`src/rtl/ext_pkg.sv`:
```
// ext_pkg: shared definitions for the intra neighbour extractor.
//   - output tag codes carried alongside each pixel beat
//   - blk_size request codes and the size -> N / log2(N) lookups
//   - extractor FSM state type
//   - neutral (mid-grey) pixel value helper
package ext_pkg;

  localparam logic [1:0] TAG_BLK     = 2'd0;
  localparam logic [1:0] TAG_TOP     = 2'd1;
  localparam logic [1:0] TAG_LEFT    = 2'd2;
  localparam logic [1:0] TAG_TOPLEFT = 2'd3;

  localparam logic [1:0] SIZE_4   = 2'd0;
  localparam logic [1:0] SIZE_8   = 2'd1;
  localparam logic [1:0] SIZE_16  = 2'd2;
  localparam logic [1:0] SIZE_BAD = 2'd3;

  typedef enum logic [2:0] {
    S_IDLE,
    S_TL,
    S_TOP,
    S_LEFT,
    S_BLK,
    S_DRAIN
  } ext_state_t;

  function automatic logic [4:0] size_to_n(input logic [1:0] s);
    case (s)
      SIZE_4:  return 5'd4;
      SIZE_8:  return 5'd8;
      SIZE_16: return 5'd16;
      default: return 5'd0;
    endcase
  endfunction

  function automatic logic [2:0] size_to_lg(input logic [1:0] s);
    case (s)
      SIZE_4:  return 3'd2;
      SIZE_8:  return 3'd3;
      SIZE_16: return 3'd4;
      default: return 3'd0;
    endcase
  endfunction

  // Neutral value used for unavailable neighbours: 1 << (pix_w-1).
  function automatic int unsigned neutral_value(input int unsigned pix_w);
    return 32'd1 << (pix_w - 1);
  endfunction

endpackage

```
`src/rtl/ext_out_fifo.sv`:
```
// ext_out_fifo: 2-entry output FIFO for tagged pixel beats.
// Ports:
//   clk, reset   clock / asynchronous active-high reset (flushes contents)
//   push, din    write one entry (caller guarantees it is never full on push)
//   pop          remove head entry (caller guarantees it is never empty on pop)
//   dout         head entry, held stable until popped
//   count        current occupancy 0..2
module ext_out_fifo #(
  parameter int W = 11
) (
  input  logic         clk,
  input  logic         reset,
  input  logic         push,
  input  logic [W-1:0] din,
  input  logic         pop,
  output logic [W-1:0] dout,
  output logic [1:0]   count
);

  logic [W-1:0] mem [2];
  logic         wr_ptr;
  logic         rd_ptr;

  always_ff @(posedge clk or posedge reset) begin
    if (reset) begin
      mem[0] <= '0;
      mem[1] <= '0;
      wr_ptr <= 1'b0;
      rd_ptr <= 1'b0;
      count  <= '0;
    end else begin
      if (push) begin
        mem[wr_ptr] <= din;
        wr_ptr      <= ~wr_ptr;
      end
      if (pop) rd_ptr <= ~rd_ptr;
      count <= count + {1'b0, push} - {1'b0, pop};
    end
  end

  assign dout = mem[rd_ptr];

endmodule

```
`src/rtl/intra_neighbour_extractor.sv`:
```
// intra_neighbour_extractor: on start, fetches an NxN block (N=4/8/16) plus its
// top-left, top (and optionally top-right) and left neighbours from the
// reconstructed-frame memory and streams them out as tagged valid/ready beats.
// Beat order: TOPLEFT, TOP[0..T-1], LEFT[0..N-1], BLK row-major.
// Ports:
//   clk, reset              clock / asynchronous active-high reset
//   start, blk_size,        request (sampled in IDLE only); blk_size 3 = illegal
//   blk_x, blk_y
//   busy, err               job in progress / 1-cycle reject pulse
//   mem_rd_en, mem_rd_addr  read strobe and y*FRAME_W+x address
//   mem_rd_data             read data, valid the cycle after mem_rd_en
//   o_valid, o_ready        output handshake
//   o_data, o_tag, o_last   pixel, tag (ext_pkg TAG_*), final beat marker
// Configuration macro: EXTRACT_TOPRIGHT_EN -> T=2N with top-right replication
// past the frame edge; undefined -> T=N.
module intra_neighbour_extractor
  import ext_pkg::*;
#(
  parameter int FRAME_W = 256,
  parameter int FRAME_H = 256,
  parameter int PIX_W   = 8,
  parameter int ADDR_W  = $clog2(FRAME_W * FRAME_H)
) (
  input  logic              clk,
  input  logic              reset,
  input  logic              start,
  input  logic [1:0]        blk_size,
  input  logic [15:0]       blk_x,
  input  logic [15:0]       blk_y,
  output logic              busy,
  output logic              err,
  output logic              mem_rd_en,
  output logic [ADDR_W-1:0] mem_rd_addr,
  input  logic [PIX_W-1:0]  mem_rd_data,
  output logic              o_valid,
  input  logic              o_ready,
  output logic [PIX_W-1:0]  o_data,
  output logic [1:0]        o_tag,
  output logic              o_last
);

  localparam int                EW      = PIX_W + 3;
  localparam logic [PIX_W-1:0]  NEUTRAL = PIX_W'(neutral_value(PIX_W));
  localparam logic [ADDR_W-1:0] FW_A    = ADDR_W'(FRAME_W);
  localparam logic [ADDR_W-1:0] ONE_A   = ADDR_W'(1);

  ext_state_t        state;
  ext_state_t        adv_state;
  logic [ADDR_W-1:0] x_r, y_r;
  logic [4:0]        n_r;
  logic [2:0]        lg_r;
  logic [8:0]        cnt;
  logic              pend;
  logic              pend_last;
  logic [1:0]        pend_tag;
`ifdef EXTRACT_TOPRIGHT_EN
  logic [PIX_W-1:0]  rep_r;
`endif

  logic [4:0]        n_in;
  logic [15:0]       align_mask;
  logic              start_ok;

  logic [ADDR_W-1:0] cnt_a, px, py;
  logic [5:0]        t_len;
  logic [8:0]        last_idx;
  logic              synth, gen_state, gen, at_end, beat_last, pop, push;
  logic [1:0]        cur_tag, fifo_count;
  logic [PIX_W-1:0]  syn_data;
  logic [2:0]        occ;
  logic [EW-1:0]     fifo_din, fifo_dout;

  always_comb begin
    n_in       = size_to_n(blk_size);
    align_mask = 16'(n_in - 5'd1);
    start_ok   = (blk_size != SIZE_BAD) &&
                 ((blk_x & align_mask) == '0) && ((blk_y & align_mask) == '0) &&
                 (32'(blk_x) < FRAME_W) && (32'(blk_y) < FRAME_H);
  end

`ifdef EXTRACT_TOPRIGHT_EN
  assign t_len = {n_r, 1'b0};
`else
  assign t_len = {1'b0, n_r};
`endif

  // Per-beat source selection and address generation for the current state.
  always_comb begin
    cnt_a     = ADDR_W'(cnt);
    px        = '0;
    py        = '0;
    synth     = 1'b0;
    syn_data  = NEUTRAL;
    cur_tag   = TAG_BLK;
    last_idx  = '0;
    gen_state = 1'b1;
    adv_state = S_IDLE;
    unique case (state)
      S_TL: begin
        px        = x_r - ONE_A;
        py        = y_r - ONE_A;
        synth     = (x_r == '0) || (y_r == '0);
        cur_tag   = TAG_TOPLEFT;
        adv_state = S_TOP;
      end
      S_TOP: begin
        px        = x_r + cnt_a;
        py        = y_r - ONE_A;
        cur_tag   = TAG_TOP;
        last_idx  = 9'(t_len) - 9'd1;
        adv_state = S_LEFT;
`ifdef EXTRACT_TOPRIGHT_EN
        // Top-right beyond the frame edge repeats TOP[N-1] (held in rep_r).
        synth    = (y_r == '0) || ((cnt >= 9'(n_r)) && (px >= FW_A));
        syn_data = (y_r == '0) ? NEUTRAL : rep_r;
`else
        synth    = (y_r == '0);
`endif
      end
      S_LEFT: begin
        px        = x_r - ONE_A;
        py        = y_r + cnt_a;
        synth     = (x_r == '0);
        cur_tag   = TAG_LEFT;
        last_idx  = 9'(n_r) - 9'd1;
        adv_state = S_BLK;
      end
      S_BLK: begin
        px        = x_r + (cnt_a & (ADDR_W'(n_r) - ONE_A));
        py        = y_r + (cnt_a >> lg_r);
        last_idx  = (9'd1 << {lg_r, 1'b0}) - 9'd1;
        adv_state = S_DRAIN;
      end
      default: gen_state = 1'b0;
    endcase

    at_end    = (cnt == last_idx);
    beat_last = (state == S_BLK) && at_end;
    pop       = o_valid && o_ready;
    // Credit check counts the FIFO after this cycle's pop plus the read whose
    // data arrives this cycle; that keeps 1 beat/cycle with a 2-entry FIFO.
    occ       = 3'(fifo_count) + 3'(pend) - 3'(pop);
    // A synthesised beat must not overtake (or collide with) a returning read.
    gen       = gen_state && (occ < 3'd2) && !(synth && pend);
    push      = pend || (gen && synth);
    fifo_din  = pend ? {pend_last, pend_tag, mem_rd_data}
                     : {beat_last, cur_tag, syn_data};
    mem_rd_en   = gen && !synth;
    mem_rd_addr = py * FW_A + px;
  end

  always_ff @(posedge clk or posedge reset) begin
    if (reset) begin
      state     <= S_IDLE;
      busy      <= 1'b0;
      err       <= 1'b0;
      x_r       <= '0;
      y_r       <= '0;
      n_r       <= '0;
      lg_r      <= '0;
      cnt       <= '0;
      pend      <= 1'b0;
      pend_last <= 1'b0;
      pend_tag  <= '0;
`ifdef EXTRACT_TOPRIGHT_EN
      rep_r     <= '0;
`endif
    end else begin
      err       <= 1'b0;
      pend      <= mem_rd_en;
      pend_tag  <= cur_tag;
      pend_last <= beat_last;
`ifdef EXTRACT_TOPRIGHT_EN
      // Last TOP read to return is TOP[N-1] whenever replication is needed.
      if (pend && (pend_tag == TAG_TOP)) rep_r <= mem_rd_data;
`endif
      unique case (state)
        S_IDLE: begin
          if (start) begin
            if (start_ok) begin
              x_r   <= ADDR_W'(blk_x);
              y_r   <= ADDR_W'(blk_y);
              n_r   <= n_in;
              lg_r  <= size_to_lg(blk_size);
              cnt   <= '0;
              busy  <= 1'b1;
              state <= S_TL;
            end else begin
              err <= 1'b1;
            end
          end
        end
        S_TL, S_TOP, S_LEFT, S_BLK: begin
          if (gen) begin
            if (at_end) begin
              cnt   <= '0;
              state <= adv_state;
            end else begin
              cnt <= cnt + 9'd1;
            end
          end
        end
        S_DRAIN: begin
          if (pop && o_last) begin
            busy  <= 1'b0;
            state <= S_IDLE;
          end
        end
        default: state <= S_IDLE;
      endcase
    end
  end

  ext_out_fifo #(.W(EW)) u_fifo (
    .clk   (clk),
    .reset (reset),
    .push  (push),
    .din   (fifo_din),
    .pop   (pop),
    .dout  (fifo_dout),
    .count (fifo_count)
  );

  assign o_valid = (fifo_count != '0);
  assign o_data  = fifo_dout[PIX_W-1:0];
  assign o_tag   = fifo_dout[PIX_W+1:PIX_W];
  assign o_last  = fifo_dout[EW-1];

endmodule

```
`config.mk`:
```
export PLATFORM = sky130hd
export DESIGN_NAME = intra_neighbour_extractor
export DESIGN_NICKNAME = d
export VERILOG_FILES = /design/src/rtl/ext_pkg.sv /design/src/rtl/ext_out_fifo.sv /design/src/rtl/intra_neighbour_extractor.sv
export SDC_FILE = /design/constraint.sdc
export NUM_CORES = 1
export LEC_CHECK = 0
export BUFFER_PORTS_ARGS = -buffer_cell sky130_fd_sc_hd__buf_2
export CAP_MARGIN = 25
export CORE_ASPECT_RATIO = 0.75
export CORE_MARGIN = 2
export CORE_UTILIZATION = 61
export CTS_CLUSTER_SIZE = 14
export DETAILED_ROUTE_END_ITERATION = 6
export HOLD_SLACK_MARGIN = 0.08
export PLACE_DENSITY = 0.84
export RECOVER_POWER = 25
export SETUP_SLACK_MARGIN = 0.2
export SLEW_MARGIN = 15
export SYNTH_ARGS = -nofsm -noshare
export SYNTH_HDL_FRONTEND = slang
export SYNTH_HIERARCHICAL = 1
export SYNTH_SLANG_ARGS = --single-unit
```
`constraint.sdc`:
```
create_clock -name clk -period 9.5 [get_ports clk]
set_clock_uncertainty 0.05 [all_clocks]
set_input_delay 0.475 -clock clk [delete_from_list [all_inputs] [get_ports clk]]
set_output_delay 0.475 -clock clk [all_outputs]
set_load 0.005 [all_outputs]
```
; Yosys cells after proc, flatten, opt, wreduce, memory -nomap -nowiden
; Index checks and enable logic that the tools add are counted.
[totals]
output_inout_bits = 31
reg_bits = 84
input_bits = 46
elab_cells = 129
[classes]
n_bitwise = 7
n_reduce_logical = 34
magnitude_cmp = 6
addsub = 16
shifts = 2
muxes = 34
eq_ne = 14
[op_table]
columns = op, count
row1 = 16-bit logical NOT, 4
row2 = 11-bit two-way mux, 5
row3 = 16-bit one-hot mux with 3 select lines, 1
row4 = 9-bit two-way mux, 4
row5 = 9-bit one-hot mux with 2 select lines, 2
row6 = 16-bit adder, 2
row7 = 16-bit AND, 2
row8 = "16-bit by 9-bit < comparator with 1-bit output, second input constant", 2
row9 = 8-bit one-hot mux with 3 select lines, 1
row10 = 22-bit bitwise mux, 1
row11 = 3-bit one-hot mux with 3 select lines, 2
row12 = "5-bit by 1-bit subtractor with 6-bit output, second input constant", 3
row13 = 16-bit by 9-bit adder with 16-bit output, 1
row14 = 8-bit adder, 2
row15 = 9-bit by 16-bit AND with 16-bit output, 1
row16 = "16-bit by 1-bit subtractor with 16-bit output, second input constant", 1
row17 = 3-bit two-way mux, 5
row18 = 5-bit one-hot mux with 3 select lines, 1
row19 = 1-bit logical AND, 13
row20 = 3-bit one-hot mux with 4 select lines, 1
row21 = 11-bit demux with 1-bit select, 1
row22 = "9-bit by 1-bit adder with 9-bit output, second input constant", 1
row23 = 9-bit equality test, 1
row24 = "1-bit by 4-bit left shift with 9-bit output, first input constant", 1
row25 = other kinds (33), 55

; Logic depth before layout (Yosys ltp)
[depth]
ltp_word = 12
mapped_depth = 23
depth_no_buf = 23

; Hierarchy
; The synthesis kept the hierarchy.
[by_module_without_submodules]
columns = mod, area_each_um2, cells_per_inst, seq_area_each_um2, instances
row1 = intra_neighbour_extractor, 4463.0, 528, 1351.3, 1
row2 = ext_out_fifo, 1178.6, 73, 650.6, 1

; Least setup slack after synthesis
; OpenSTA, ideal clock, no wires.
[synth_path]
path_type = register to output
start = register state[0]
end = output port mem_rd_addr[14]
required_ns = 8.975
arrival_ns = 4.018
path_slack_ns = 4.957
path_buffers = 1
stages_incl_launch_ff = 24
cell_sequence = dfrtp_1 > buf_1 > nand2_1 > inv_1 > or2_2 > ha_1 > inv_1 > fa_1 > nor2b_1 > o21ai_0 > a21boi_0 > o21ai_0 > a21boi_0 > o21a_1 > o21a_1 > nor3_1 > ha_1 > fa_1 > a21oi_1 > nor2_1 > nor2_1 > o21bai_1 > a21oi_1 > xnor2_1
[synth_via]
elab_chain_cells = 4
elab_cells_between_ends = 9
classes_between = add/sub: 1 / eq/ne: 4 / mux: 2 / reduce/logical: 2
[synth_lines]
columns = element, line
row1 = "start, declared", intra_neighbour_extractor.sv:47  ; ext_state_t state;
row2 = "start signal, assigned", intra_neighbour_extractor.sv:197  ; state <= adv_state;
row3 = 3-bit by 1-bit equality test with 1-bit output or 3-bit by 2-bit equality test with 1-bit output (tied branches), intra_neighbour_extractor.sv:98  ; unique case (state)
row4 = 2-bit OR reduction (no line), n/a
row5 = 8-bit one-hot mux with 3 select lines or 16-bit one-hot mux with 3 select lines (tied branches), intra_neighbour_extractor.sv:98
row6 = 16-bit adder *, intra_neighbour_extractor.sv:149  ; mem_rd_addr = py * FW_A + px;
row7 = "end, declared", intra_neighbour_extractor.sv:33  ; output logic [ADDR_W-1:0] mem_rd_addr,
; Every way passes the cells marked *; elsewhere a longest branch is shown, timed or not.

; Final worst setup path
[layout_path]
start = register state[2]
end = output port mem_rd_addr[14]
; Same word-level chain as after synthesis.

==> impl_metrics.toml <==
[timing]
slew_violations = 55
fin_crit_sh_pct = 62.8
finalWorstSetupSlack_ns = 3.53
holdWs_ns = 0.305
fmax_mhz = 168
worst_slew_pin_slew_ns = 2.89
slew_headroom_pct = -92.9
setup_viol = 0
hold_viol_final = 0
tns_ns = 0
period_minus_slack_ns = 5.97
rsz0062_at_grt = "false"

[global_route]
grt.total_usage_pct = 30.6
grt_overflow_total = 0
grt_max_degree = 55
grt_pass1_vias = 4757
antenna_found_initial = 0
grt_pass1_wl_um = 23700

[power_and_ir_drop]
total_power_mw = 1.16
seqPwrFrac_pct = 39.6
p_sw_share_pct = 34.9
pwr-share-comb_pct = 30.9
power_density_nw_per_um2 = 183
switchingPower_mw = 0.404
clkPwrFrac_pct = 29.5
p_int_mw = 0.753
ir_drop_mv = 0.176
power.leakage_nw = 3.38

[place]
dp_worst_setup_slack_ns = 4.05
place_congestion = 0.992
placedInstanceArea_sq_um = 6040
dp.cells = 761
portBuffers = 76
hpwlAfterDp_um = 10700

[worst_setup_path]
path_max_fanout = 15
cp-start-kind = "flop"
critPathRequiredTime_ns = 8.98
cp.arrival_ns = 5.44
critPathKind = "flop to output port"
worstSetupEndpointType = "output port"

[drt]
ant_nets = 0
drt-total-wl_um = 14700
drcViolationCount = 0
wl_per_cell_um = 18.8
drtIter0Drc = 506
dr.pass1.iters = 6
vias = 4927
drt-vias-per-instance = 6.32

[synthesis]
synthesis.area_sq_um = 5640
synth_warnings = 6
synth.avg_cell_area_sq_um = 9.39
syn-num-nets = 686
yosys.area.top_type = "dfrtp_1"
synth_flop_cell = "dfrtp_1"
synth_top_cell_area_share_pct = 35.5
async_reset_ff_share_pct = 100
synth_seq_cells = 80
synth_area_leaders = "dfrtp_1 (35%), ha_1 (7.8%), mux2_2 (7.4%)"
synthCells = 601
yosysSeqAreaShare_pct = 35.5
synth_edf_count = 0
netlist-cell-type-count = 61

[min_path]
hold_class = "primary input to flop"

[floorplan]
ios = 77
die_area_sq_um = 10000
start_util_pct = 62.6
die_w_um = 115
rows = 30
fp.coreArea_sq_um = 9010
fp.dieH_um = 87.3

[status]
status = "finished, violations left"
violations = "capacitance limit, slew limit"

[finish]
instances_no_fill = 779
layout.nets = 747
fillers = 655
post-route-util_pct = 70.4
area_growth_pct = 12.4
drive_gt1_share_pct = 22.9
antennaDiodeCount = 0
final_cell_mix = "dfrtp_1 (80), buf_2 (74), nand2_1 (48)"
finalInstanceArea_sq_um = 6340
layout_commonest_cell = "dfrtp_1"

[cts]
cts_made_buffers = 9
clock-sinks = 80
clk-insertion-delay-late_ns = 0.35
cts.clk_slew.worst_paths_ns = 0.07
clock_path_buffers = 2
cts_tree = "done"
ctsResizeCount = 0
post_cts_buffers = 0
h-tree-depth = 3
clock-root-buffer = "clkbuf_16"

[run]
maxCapViolations = 1
## layer usage
| layer | routed length (um) | vias up | track usage (%) |
|---|---|---|---|
| met5 | 0 | - | 0 |
| met2 | 6860 | 262 | 49.3 |
| met3 | 1340 | 40 | 6.12 |
| met1 | 6140 | 2357 | 42.0 |
| met4 | 352 | 0 | 9.53 |
| li1 | - | 2268 | - |
## worst paths after layout
kind | slack (ns) | startpoint | endpoint | cells past startpoint
max in group asynchronous | 6.02 | reset | y_r[1] | 4
setup reg to reg | 5.57 | lg_r[0] | cnt[2] | 11
hold / removal | 0.31 | blk_size[1] | lg_r[1] | 2
hold reg to reg | 0.45 | y_r[14] | y_r[14] | 1
setup / recovery | 3.53 | state[2] | mem_rd_addr[14] | 24
min in group asynchronous | 0.57 | reset | u_fifo/mem[8] | 3
## cell type report
class                      instances  area [sq um]  share of cell area [%]
multi-input combinational        464          3400                    53.6
sequential                        80          2000                    31.6
timing repair buffer              82           418                    6.59
clock buffer                      11           253                    3.99
tap                              112           140                    2.21
inverter                          25          93.8                    1.48
clock inverter                     5          36.3                   0.572
## cells by family after synthesis
kind of cell	Yosys count	synth area share [%]
multiplexers	52	10.9
XOR/XNOR	39	6.05
flip-flops	80	35.5
AO/OA/AOI/OAI	132	15.1
buffers and inverters	57	4.41
adder cells (fa/ha/maj)	39	9.18
AND/OR/NAND/NOR	202	18.8
## Yosys cell counts, types with 7 or more instances
library cell	number
a211oi_1	8
nand2b_1	7
nor2_1	37
mux2_4	10
a21o_1	18
ha_1	35
xnor2_1	24
clkbuf_1	22
mux2_2	37
inv_1	24
xor2_1	15
nor4_1	16
nor3_1	18
and3_1	7
a21oi_1	32
dfrtp_1	80
and2_1	11
o21ai_0	29
nor2b_1	24
nand2_1	48
## power groups by stage
stage | Sequential [mW] | Clock [mW] | Combinational, mW
final | 0.458 | 0.341 | 0.358
after global routing | 0.463 | 0.362 | 0.392
after CTS | 0.454 | 0.345 | 0.355
after detailed placement | 0.459 | 0 | 0.353
after global placement | 0.453 | 0 | 0.332
after floorplan | 0.415 | 0 | 0.283
## worst max-delay path, stage by stage (launching register included)
cell      delay, ns
dfrtp_1        0.53
inv_1          0.29
nand2_1        0.28
inv_1          0.32
or2_2          0.17
ha_1           0.18
inv_1          0.06
fa_1           0.39
nor2b_1        0.17
o21ai_0        0.12
a21boi_0       0.24
o21ai_0        0.17
a21boi_0       0.32
o21a_1         0.19
o21a_1         0.12
nor3_1         0.06
ha_1           0.22
fa_1           0.40
a21oi_1        0.14
nor2_1         0.05
nor2_1         0.15
o21bai_1       0.08
a21oi_1        0.19
xnor2_1        0.13
buf_2          0.13
## repair_timing
| action | CTS | global route |
|---|---|---|
| hold buffers | 0 | 1 |
| endpoints found under the hold margin | 0 | 5 |
| setup endpoints to repair | 0 | 0 |
## state kept, by name, summed over array words and instances (netlist names)
name,flops
lg_r,3
pend_tag,2
pend_last,1
u_fifo/rd_ptr,1
n_r,1
y_r,16
pend,1
cnt,9
state,3
x_r,16
u_fifo/count,2
err,1
busy,1
u_fifo/wr_ptr,1
u_fifo/mem,22
Note: power is estimated with default switching activity, not from simulation.
